<file path="src/rtl/line_buffer_feeder.sv">
// Line-buffer feeder: shifts one line of filtered samples into a tapped
// line buffer, zero-pads short lines and holds the line until acknowledged.
`ifndef kNoOfPartitions
`define kNoOfPartitions 4
`endif
`ifndef kPartitionSize
`define kPartitionSize 3
`endif
`ifndef kFilteredDataLength
`define kFilteredDataLength 8
`endif

module line_buffer_feeder #(
    parameter int pNoTaps     = `kNoOfPartitions,
    parameter int pTapsWidth  = `kPartitionSize,
    parameter int pDataLength = `kFilteredDataLength,
    parameter int pCountWidth = 16
) (
    input  logic                   clk,
    input  logic                   reset_n,
    input  logic                   start,
    input  logic                   abort,
    input  logic                   in_valid,
    output logic                   in_ready,
    input  logic [pDataLength-1:0] in_data,
    input  logic                   in_last,
    output logic                   lb_enable,
    output logic [pDataLength-1:0] lb_shift_in,
    output logic                   line_valid,
    input  logic                   line_ack,
    output logic [pCountWidth-1:0] fill_count
);

    localparam int D = (pNoTaps - 1) * pTapsWidth + 1;
    localparam logic [pCountWidth-1:0] kDepth = pCountWidth'(D);

    typedef enum logic [2:0] {
        S_IDLE,
        S_FILL,
        S_PAD,
        S_SETTLE,
        S_HOLD
    } state_e;

    state_e                 state_q, state_d;
    logic [pCountWidth-1:0] fill_count_q, fill_count_d;
    logic [pCountWidth-1:0] count_inc;
    logic                   lb_enable_q, lb_enable_d;
    logic [pDataLength-1:0] lb_shift_in_q, lb_shift_in_d;
    logic                   accept;

    assign in_ready    = (state_q == S_FILL);
    assign line_valid  = (state_q == S_HOLD);
    assign lb_enable   = lb_enable_q;
    assign lb_shift_in = lb_shift_in_q;
    assign fill_count  = fill_count_q;

    assign accept    = in_valid & in_ready;
    assign count_inc = fill_count_q + 1'b1;

    always_comb begin
        state_d       = state_q;
        fill_count_d  = fill_count_q;
        lb_enable_d   = 1'b0;
        lb_shift_in_d = lb_shift_in_q;
        if (abort) begin
            state_d      = S_IDLE;
            fill_count_d = '0;
        end else begin
            unique case (state_q)
                S_IDLE: begin
                    if (start) begin
                        state_d      = S_FILL;
                        fill_count_d = '0;
                    end
                end
                S_FILL: begin
                    if (accept) begin
                        lb_enable_d   = 1'b1;
                        lb_shift_in_d = in_data;
                        fill_count_d  = count_inc;
                        if (count_inc == kDepth) begin
                            state_d = S_SETTLE;
                        end else if (in_last) begin
                            state_d = S_PAD;
                        end
                    end
                end
                // Short line: flush remaining taps with zeros
                S_PAD: begin
                    lb_enable_d   = 1'b1;
                    lb_shift_in_d = '0;
                    fill_count_d  = count_inc;
                    if (count_inc == kDepth) begin
                        state_d = S_SETTLE;
                    end
                end
                S_SETTLE: begin
                    state_d = S_HOLD;
                end
                S_HOLD: begin
                    if (line_ack) begin
                        state_d      = S_FILL;
                        fill_count_d = '0;
                    end
                end
                default: begin
                    state_d      = S_IDLE;
                    fill_count_d = '0;
                end
            endcase
        end
    end

    always_ff @(posedge clk) begin
        if (!reset_n) begin
            state_q       <= S_IDLE;
            fill_count_q  <= '0;
            lb_enable_q   <= 1'b0;
            lb_shift_in_q <= '0;
        end else begin
            state_q       <= state_d;
            fill_count_q  <= fill_count_d;
            lb_enable_q   <= lb_enable_d;
            lb_shift_in_q <= lb_shift_in_d;
        end
    end

endmodule

</file>
<file path="config.mk">
export PLATFORM = sky130hd
export DESIGN_NAME = line_buffer_feeder
export DESIGN_NICKNAME = d
export VERILOG_FILES = /design/src/rtl/line_buffer_feeder.sv
export SDC_FILE = /design/constraint.sdc
export NUM_CORES = 1
export LEC_CHECK = 0
export CAP_MARGIN = 0
export CORE_ASPECT_RATIO = 0.5
export CORE_MARGIN = 2
export CORE_UTILIZATION = 49
export DETAILED_ROUTE_END_ITERATION = 6
export PLACE_DENSITY_LB_ADDON = 0.12
export SLEW_MARGIN = 0
export SYNTH_ARGS = -nofsm -noshare
export SYNTH_HDL_FRONTEND = slang
export SYNTH_SLANG_ARGS = --single-unit
</file>
<file path="constraint.sdc">
create_clock -name clk -period 3.12 [get_ports clk]
set_clock_uncertainty 0.1 [all_clocks]
set_input_delay 0.624 -clock clk [delete_from_list [all_inputs] [get_ports clk]]
set_output_delay 0.624 -clock clk [all_outputs]
set_load 0.01 [all_outputs]
</file>
==> flow_summary_export.csv, run 1 <==
group,metric,value,unit
logic_synthesis,syn_inst,217,
job,cap_viol_max_count,0,
clock_network,cts_max_level,1,
logic_synthesis,syn_area_per_cell,7.76,um^2
logic_synthesis,synthMuxAreaShare,2.53,%
power_and_ir_drop,power_density,311,nW/um^2
sta,slew_headroom,45.9,%
logic_synthesis,synthSimpleGateAreaFrac,35.2,%
floorplanning,fp.coreArea,3140,um^2
worst_setup_path,r2r_setup_slack,520,ps
sta,finalCriticalPeriod,2680,ps
detailed_routing,wl_per_cell,15.6,um
logic_synthesis,synth_edf_count,0,
worst_setup_path,cp-end-kind,"output port",
final_layout,post_route_cells_drive_above_1_share,5.95,%
global_routing,antenna_found_initial,0,
sta,finalCritPeriodShare,85.8,%
sta,tns,0,ps
logic_synthesis,yosysSeqAreaShare,33.3,%
clock_network,cts_hold_buf,0,
place,port-buffer-count,41,
sta,drv_slew,0,
worst_setup_path,crit_fanout,10,
detailed_routing,remaining_drc_errors,0,
sta,tightestPinTransition,811,ps
worst_setup_path,startpoint,"state_q[0]$_SDFFE_PP0P_",
worst_setup_path,rr_worst_depth,7,
floorplanning,initial_utilization,53.7,%
floorplanning,rows,14,
final_layout,n_antenna_cell,0,
hold_path,hold_depth,2,
logic_synthesis,synth_area,1680,um^2
global_routing,grt_pass1_wl,7330,um
clock_network,cts_tree,"built",
sta,finalHoldViolCount,0,
logic_synthesis,yosys_warnings,0,
logic_synthesis,synth_cell_type_count,44,
global_routing,grt_use_total,24.0,%
detailed_routing,avgViaCountPerCell,5.99,
final_layout,final_common_cell,"clkdlybuf4s50_1",
final_layout,regArea,561,um^2
logic_synthesis,synth_seq_cells,28,
worst_setup_path,timing.rr.start,"fill_count[1]$_SDFFE_PP0P_",
clock_network,clockRootBuffer,"clkbuf_8",
worst_setup_path,endpoint,"in_ready",
detailed_routing,dr.first_iter.drc_count,193,
clock_network,post-cts-setup-buffers,0,
floorplanning,ios,42,
global_routing,grt-ovfl-total,0,
clock_network,insertion_delay,280,ps
place,gp_congestion,0.850,
worst_setup_path,crit_type,"flip-flop to output port",
worst_setup_path,required,2400,ps
worst_setup_path,startpoint_type,"flip-flop",
detailed_routing,num_vias,1748,
worst_setup_path,cp_slowest_stage_delay,570,ps
clock_network,ctsResizeCount,0,
detailed_routing,drtPass1Iterations,4,
clock_network,cts.sinks,28,
worst_setup_path,cp_slowest_cell,"dfxtp_1",
logic_synthesis,syn-num-nets,234,
place,dpl-instance-area,2110,um^2
logic_synthesis,ys.flop_type,"dfxtp_1",
logic_synthesis,synth_compound_area_share,20.0,%
global_routing,grt_start_max_net_pins,18,
sta,fmax,374,MHz
worst_setup_path,cp_num_buf_inv,1,
final_layout,area_growth_syn_to_layout,28.8,%
worst_setup_path,arrival,1950,ps
sta,finalSetupViolations,0,
floorplanning,die_w,86.9,um
logic_synthesis,synthAdderAreaFrac,1.49,%
floorplanning,fp.dieArea,3950,um^2
logic_synthesis,synthXorXnorAreaFrac,2.60,%
global_routing,first_global_vias,1579,
final_layout,nNetsFinal,270,
clock_network,ctsLongestPathBuffers,2,
place,place_hpwl,3030,um
sta,rsz0062_at_grt,"no",
power_and_ir_drop,p_leak,0.737,nW
final_layout,design_area,2170,um^2
clock_network,cts_buffers,3,
hold_path,hold_path_startpoint,"lb_shift_in[1]$_SDFFE_PN0P_",
worst_setup_path,path_cells,"nor2b_1 > and2_1 > clkdlybuf4s50_1",
worst_setup_path,r2r_end,"state_q[0]$_SDFFE_PP0P_",
logic_synthesis,async_reset_ff_share,0,%
hold_path,hold_class,"flip-flop to flip-flop",
power_and_ir_drop,ir_drop,0.212,mV
status,status,"complete, no violations",
final_layout,final_cell_mix,"clkdlybuf4s50_1 (41), a21oi_1 (29), dfxtp_1 (28), nor2_1 (25), o21ai_0 (14)",
worst_setup_path,cpLargestDelayFamily,"flip-flops",
detailed_routing,ant_nets,0,
floorplanning,die-height,45.4,um
worst_setup_path,cp_num_cells,3,
logic_synthesis,synth_top_family_by_area,"simple AND/OR/NAND/NOR gates",
detailed_routing,routed_wl,4550,um
clock_network,path_clk_slew,100,ps
final_layout,fill_cells,270,
final_layout,multi_input_area,1040,um^2
==> where the power goes <==
part | internal [mW] | switching [mW]
Sequential | 0.360 | 0.00381
Clock | 0.113 | 0.120
Combinational | 0.0379 | 0.0391
==> Yosys cell counts, types with 2 or more instances <==
cell type	n	share of area, %
inv_1	6	1.3
nand2b_1	3	1.1
nor4b_1	8	4.2
nand3b_1	4	1.8
a21oi_1	29	8.6
o21ai_1	2	0.59
dfxtp_1	28	33
and3_1	3	1.1
buf_2	6	1.8
or4_1	2	0.89
nor2_1	25	5.6
nand4_1	2	0.74
mux2i_1	2	1.2
nor2b_1	11	4.1
nor4_1	3	1.1
xor2_1	4	2.1
nor3_1	9	2.7
nand2_1	7	1.6
ha_1	2	1.5
clkbuf_1	8	1.8
a31oi_1	4	1.5
or3_1	5	1.9
nand3_1	10	3.0
o21ai_0	14	4.2
==> kinds of logic (layout without fill, tap and decap cells) <==
logic type      after synthesis  in the layout
compound gates               58             58
fa+ha+maj                     2              2
simple gates                100            100
flops                        28             28
buf+inv                      20             55
xor+xnor                      5              5
mux                           4              4
==> layer usage <==
metal  vias up  share of wire (%)  routed length, um  track usage [%]
li1        857                  -                  -                -
met1       802                 45               2060             32.2
met2        79                 44               2010             39.8
met3        10                9.2                418             6.34
met4         0                1.4                 63             5.31
met5         -                  0                  0                0
==> worst reg2reg max path: stages, from the launching register on <==
cell	delay, ps
dfxtp_1	440
ha_1	300
nand3_1	300
nor4_4	300
mux2i_1	140
a2111o_1	430
nor3_2	160
mux2_1	330
==> final cells by class <==
class                      count  share of cell area (%)
tap                           40                    2.31
multi-input combinational    169                    48.0
timing repair buffer          45                    20.3
sequential                    28                    25.9
inverter                       6                    1.04
clock buffer                   4                    2.54
==> how the worst min path moves through the flow <==
| stage | end | slack, ps |
|---|---|---|
| 6_report | lb_shift_in[1]$_SDFFE_PN0P_ | 430 |
| 5_1_grt | lb_shift_in[6]$_SDFFE_PN0P_ | 470 |
| 4_1_cts | lb_shift_in[1]$_SDFFE_PN0P_ | 430 |
| 3_5_place_dp | lb_shift_in[0]$_SDFFE_PN0P_ | 410 |
| 3_3_place_gp | lb_shift_in[5]$_SDFFE_PN0P_ | 390 |
| 2_1_floorplan | lb_shift_in[0]$_SDFFE_PN0P_ | 430 |
==> stage by stage <==
stage | utilization, % | cells | hold slack, ps | setup WS, ps | total power, mW
after detailed placement | 67.4 | 288 | 408 | 412 | 0.448
after floorplan | - | 217 | 435 | 762 | 0.411
after CTS | 69.2 | 292 | 430 | 463 | 0.680
after global placement | 67.4 | 288 | 393 | 464 | 0.447
final | 69.2 | 292 | 427 | 443 | 0.675
after global routing | 69.2 | 292 | 468 | 318 | 0.702
==> flip-flops by register name, summed over array words and instances, names as in the netlist <==
| register | flops |
|---|---|
| lb_shift_in | 8 |
| fill_count | 16 |
| state_q | 3 |
| lb_enable | 1 |
No activity file was read; power rests on OpenSTA's default activity.
==> run 2: changes to the inputs <==
Settings changed: CORE_MARGIN 2 to default, CORE_UTILIZATION 49 to 53, MAX_ROUTING_LAYER from default to met4.
Clock period 3.12 ns to 3.35 ns, I/O delays scaled along.
==> run 2 against run 1 <==
Clock-buffer cell count fell by 1. Non-clock buffer count fell by 1. Total power rose by 1.6%. Critical endpoint unchanged. Largest power group unchanged.
==> flow_summary_export.csv, run 2 (synthesis results as in run 1) <==
group,metric,value,unit
sta,finalHoldViolCount,0,
detailed_routing,avgViaCountPerCell,6.09,
detailed_routing,top_layer,"met4",
place,dpl.cell_count,287,
global_routing,grt_pass1_wl,6980,um
floorplanning,fp.coreArea,3010,um^2
power_and_ir_drop,p_seq_share,49.5,%
sta,finalSetupViolations,0,
clock_network,path_clk_slew,100,ps
final_layout,post_route_cells_drive_above_1_share,5.58,%
floorplanning,ios,42,
detailed_routing,routed_wl,4370,um
clock_network,cts_buffers,3,
hold_path,hold_path_startpoint,"lb_shift_in[2]$_SDFFE_PN0P_",
clock_network,ctsLongestPathBuffers,2,
worst_setup_path,required,2580,ps
sta,slew_headroom,49.4,%
hold_path,hold_class,"flip-flop to flip-flop",
power_and_ir_drop,pwr-share-comb,10.5,%
power_and_ir_drop,p_int,0.531,mW
clock_network,cts_tree,"built",
final_layout,largest_reg_flops,16,
clock_network,insertion_delay,280,ps
clock_network,cts_hold_buf,0,
clock_network,cts.sinks,28,
detailed_routing,dr_wl_met2,1970,um
detailed_routing,ant_nets,0,
global_routing,first_global_vias,1517,
floorplanning,rows,14,
worst_setup_path,startpoint_type,"flip-flop",
sta,fmax,365,MHz
final_layout,multi_input_area,1040,um^2
clock_network,post-cts-setup-buffers,0,
power_and_ir_drop,switching_share,22.5,%
detailed_routing,wl_per_cell,15.0,um
hold_path,hold-path-endpoint,"lb_shift_in[2]$_SDFFE_PN0P_",
final_layout,final_cell_mix,"clkdlybuf4s50_1 (41), a21oi_1 (29), dfxtp_1 (28), nor2_1 (25), o21ai_0 (14)",
place,port-buffer-count,41,
hold_path,hold_depth,2,
status,status,"complete, no violations",
place,place_hpwl,2980,um
detailed_routing,dr.first_iter.drc_count,152,
global_routing,antenna_found_initial,0,
global_routing,grt-ovfl-total,0,
power_and_ir_drop,ir_drop,0.162,mV
clock_network,cts_max_level,1,
sta,drv_slew,0,
global_routing,grt_start_max_net_pins,18,
worst_setup_path,timing.rr.start,"fill_count[0]$_SDFFE_PP0P_",
job,cap_viol_max_count,0,
final_layout,fill_cells,262,
clock_network,clockRootBuffer,"clkbuf_8",
worst_setup_path,cp-end-kind,"output port",
final_layout,regArea,561,um^2
detailed_routing,drtPass1Iterations,4,
worst_setup_path,crit_type,"flip-flop to output port",
power_and_ir_drop,power_density,315,nW/um^2
detailed_routing,drt-met1-wl,2070,um
power_and_ir_drop,clkPwrFrac,40.0,%
global_routing,grt_use_total,27.2,%
detailed_routing,num_vias,1773,
final_layout,final_common_cell,"clkdlybuf4s50_1",
sta,finalCriticalPeriod,2740,ps
final_layout,nNetsFinal,269,
worst_setup_path,arrival,1970,ps
floorplanning,initial_utilization,55.9,%
place,gp_congestion,0.879,
sta,tns,0,ps
power_and_ir_drop,p_switching,0.154,mW
floorplanning,fp.dieArea,3420,um^2
sta,tightestPinTransition,759,ps
worst_setup_path,rr_worst_depth,7,
worst_setup_path,r2r_end,"state_q[0]$_SDFFE_PP0P_",
sta,rsz0062_at_grt,"no",
detailed_routing,remaining_drc_errors,0,
final_layout,area_growth_syn_to_layout,29.4,%
sta,whs,432,ps
sta,finalCritPeriodShare,81.8,%
worst_setup_path,crit_fanout,10,
worst_setup_path,r2r_setup_slack,780,ps
detailed_routing,routed-wl-met3,287,um
floorplanning,die_w,81.7,um
clock_network,ctsResizeCount,0,
final_layout,n_antenna_cell,0,
floorplanning,die-height,41.8,um
final_layout,fin_cells,291,
power_and_ir_drop,p_leak,0.739,nW
## run 2: power by group through the flow
stage | combinational (mW) | clock, mW | sequential, mW
6_report | 0.0717 | 0.274 | 0.340
5_1_grt | 0.0777 | 0.293 | 0.340
4_1_cts | 0.0712 | 0.276 | 0.339
3_5_place_dp | 0.0708 | 0 | 0.347
3_3_place_gp | 0.0697 | 0 | 0.347
2_1_floorplan | 0.0370 | 0 | 0.346
## run 2: stage by stage
| step | instance area [um^2] | worst slack, ps | utilization [%] | power, mW |
|---|---|---|---|---|
| 3_5_place_dp | 2110 | 606 | 69.9 | 0.418 |
| 3_3_place_gp | 2110 | 700 | 69.9 | 0.417 |
| 2_1_floorplan | 1680 | 992 | - | 0.383 |
| 6_report | 2180 | 611 | 72.3 | 0.685 |
| 5_1_grt | 2180 | 544 | 72.3 | 0.711 |
| 4_1_cts | 2180 | 649 | 72.3 | 0.686 |
## run 2: routing by layer
metal	global-route usage (%)	up-vias
met5	-	-
met2	39.5	76
met1	39.7	834
li1	-	854
met3	5.93	9
met4	3.16	0
## run 2: worst max-delay path by stage
stage                             endpoint                        from  slack (ps)  cells past startpoint
2_1_floorplan      state_q[0]$_SDFFE_PP0P_  fill_count[0]$_SDFFE_PP0P_         990                      7
3_3_place_gp   lb_shift_in[6]$_SDFFE_PN0P_                       start         700                      7
3_5_place_dp   lb_shift_in[0]$_SDFFE_PN0P_                    in_valid         610                      7
4_1_cts                           in_ready     state_q[0]$_SDFFE_PP0P_         650                      3
5_1_grt                           in_ready     state_q[0]$_SDFFE_PP0P_         540                      3
6_report                          in_ready     state_q[0]$_SDFFE_PP0P_         610                      3
## run 2: worst max-delay path: stages, from the launching register on
cell             delay, ps
dfxtp_1                580
nor2b_1                290
and2_1                 260
clkdlybuf4s50_1        560
## run 2: cell type report
cell class / count / area share [%]
multi-input cells: 169 / 47.8
flip-flops and latches: 28 / 25.7
repair buffers: 44 / 19.9
well taps: 40 / 2.30
clock buffers: 3 / 1.90
clock inverters: 1 / 1.38
inverters: 6 / 1.03
==> run 3: changes to the inputs <==
Settings changed: CORE_UTILIZATION 53 to 44.
Clock period 3.35 ns to 2.4 ns, I/O delays scaled along.
==> run 3 against run 2 <==
Sequential power is 39% higher. Largest cell class unchanged. Critical path type unchanged. Via count is 4.8% higher. Final cell count is 12% higher. Final area is 8.9% higher. First-iteration DRC count is 24% lower. Register-to-register slack worse by 640 ps.
==> flow_summary_export.csv, run 3 (synthesis results as in run 1) <==
group,metric,value,unit
detailed_routing,avgViaCountPerCell,5.70,
sta,rsz0062_at_grt,"no",
floorplanning,die-height,45.7,um
floorplanning,rows,15,
place,place_hpwl,3280,um
global_routing,grt-ovfl-total,0,
clock_network,post-cts-setup-buffers,0,
floorplanning,initial_utilization,47.4,%
power_and_ir_drop,power_density,370,nW/um^2
final_layout,final_cell_mix,"clkdlybuf4s50_1 (41), a21oi_1 (29), buf_4 (27), dfxtp_1 (26), nor2_1 (25)",
global_routing,grt_use_total,24.8,%
global_routing,first_global_vias,1630,
status,status,"complete, no violations",
global_routing,grt_pass1_wl,7450,um
final_layout,fin_util,66.8,%
worst_setup_path,cp-end-kind,"output port",
sta,finalHoldViolCount,0,
floorplanning,fp.coreArea,3550,um^2
worst_setup_path,cpLargestDelayFamily,"buffers and inverters",
hold_path,hold_path_startpoint,"lb_shift_in[2]$_SDFFE_PN0P_",
global_routing,antenna_found_initial,0,
detailed_routing,num_vias,1858,
worst_setup_path,crit_type,"flip-flop to output port",
floorplanning,fp.dieArea,4090,um^2
worst_setup_path,arrival,1740,ps
clock_network,clockRootBuffer,"clkbuf_8",
sta,fmax,431,MHz
global_routing,grt_start_max_net_pins,18,
sta,tightestPinTransition,505,ps
final_layout,area_growth_syn_to_layout,40.9,%
worst_setup_path,crit_fanout,10,
worst_setup_path,cp_slowest_cell,"clkdlybuf4s50_1",
power_and_ir_drop,p_leak,0.851,nW
clock_network,cts.sinks,28,
floorplanning,ios,42,
sta,finalCriticalPeriod,2320,ps
detailed_routing,drtPass1Iterations,4,
sta,finalCritPeriodShare,96.7,%
worst_setup_path,path_cells,"nor2b_2 > and2_1 > clkdlybuf4s50_1",
place,port-buffer-count,41,
final_layout,post_route_cells_drive_above_1_share,15.3,%
sta,drv_slew,0,
sta,whs,421,ps
power_and_ir_drop,ir_drop,0.291,mV
clock_network,insertion_delay,270,ps
detailed_routing,dr.first_iter.drc_count,116,
clock_network,path_clk_slew,100,ps
final_layout,design_area,2370,um^2
detailed_routing,wl_per_cell,14.0,um
final_layout,largest_reg_flops,16,
final_layout,final_common_cell,"clkdlybuf4s50_1",
worst_setup_path,startpoint_type,"flip-flop",
hold_path,hold_class,"flip-flop to flip-flop",
place,gp_congestion,0.848,
clock_network,ctsLongestPathBuffers,2,
sta,tns,0,ps
worst_setup_path,required,1820,ps
clock_network,cts_max_level,1,
floorplanning,die_w,89.5,um
place,dpl-instance-area,2300,um^2
worst_setup_path,startpoint,"state_q[2]$_SDFFE_PP0P_",
detailed_routing,routed_wl,4570,um
sta,slew_headroom,66.1,%
detailed_routing,ant_nets,0,
detailed_routing,remaining_drc_errors,0,
final_layout,nNetsFinal,293,
clock_network,cts_tree,"built",
job,cap_viol_max_count,0,
worst_setup_path,cp_num_buf_inv,1,
clock_network,cts_buffers,3,
final_layout,n_antenna_cell,0,
worst_setup_path,timing.rr.start,"fill_count[8]$_SDFFE_PP0P_",
sta,finalSetupViolations,0,
worst_setup_path,cp_slowest_stage_delay,560,ps
run 3: changes by cell type in the layout (fill, tap and decap cells not counted), sizes merged:
cell / change
clkbuf: +1
bufinv: -1
buf: +24
run 3: worst register-to-register path, stage by stage (launching register included):
cell and delay [ps]:
dfxtp_1 500, and4_1 320, nand3_1 130, nor4_1 310, xor2_1 340, nor3_4 90
buf_4 140, o31a_1 230
run 3: worst paths after layout:
path	to	slack, ps	cells past startpoint
worst min-delay path	lb_shift_in[2]$_SDFFE_PN0P_	420	2
worst min register to register	lb_shift_in[2]$_SDFFE_PN0P_	420	2
worst max register to register	state_q[1]$_SDFFE_PP0P_	140	7
worst max-delay path	in_ready	80	3
run 3: timing repair:
action,CTS,global route
gates resized for setup,0,6
endpoints found under the hold margin,0,0
endpoints found under the setup margin,0,2
hold buffers,0,0
run 3: report_power, final:
group	switching (mW)	internal, mW
sequential	0.00271	0.468
clock	0.152	0.147
combinational	0.0538	0.0536
total	0.208	0.669
run 3: area by class of cell:
cell class,count,area [um^2]
Tap cell,51,63.8
Multi-Input combinational cell,169,1050
Clock buffer,4,55.1
Fill cell,291,1180
Timing Repair Buffer,68,613
Sequential cell,28,563
Inverter,6,22.5
run 3: routing by layer:
metal	routed length, um	part of all wire [%]	track usage [%]	vias up
met5	0	0	-	-
met4	46	1.0	4.76	0
met3	208	4.6	4.71	6
met2	2150	47	40.0	55
met1	2160	47	32.9	885
li1	-	-	-	912
run 3: per-stage QoR:
| step | setup WS (ps) | std cells | total power [mW] |
|---|---|---|---|
| 3_3_place_gp | 58.8 | 322 | 0.587 |
| 6_report | 79.4 | 326 | 0.877 |
| 3_5_place_dp | 29.1 | 322 | 0.588 |
| 2_1_floorplan | 42.0 | 217 | 0.534 |
| 4_1_cts | 8.08 | 326 | 0.888 |
| 5_1_grt | 10.4 | 326 | 0.921 |
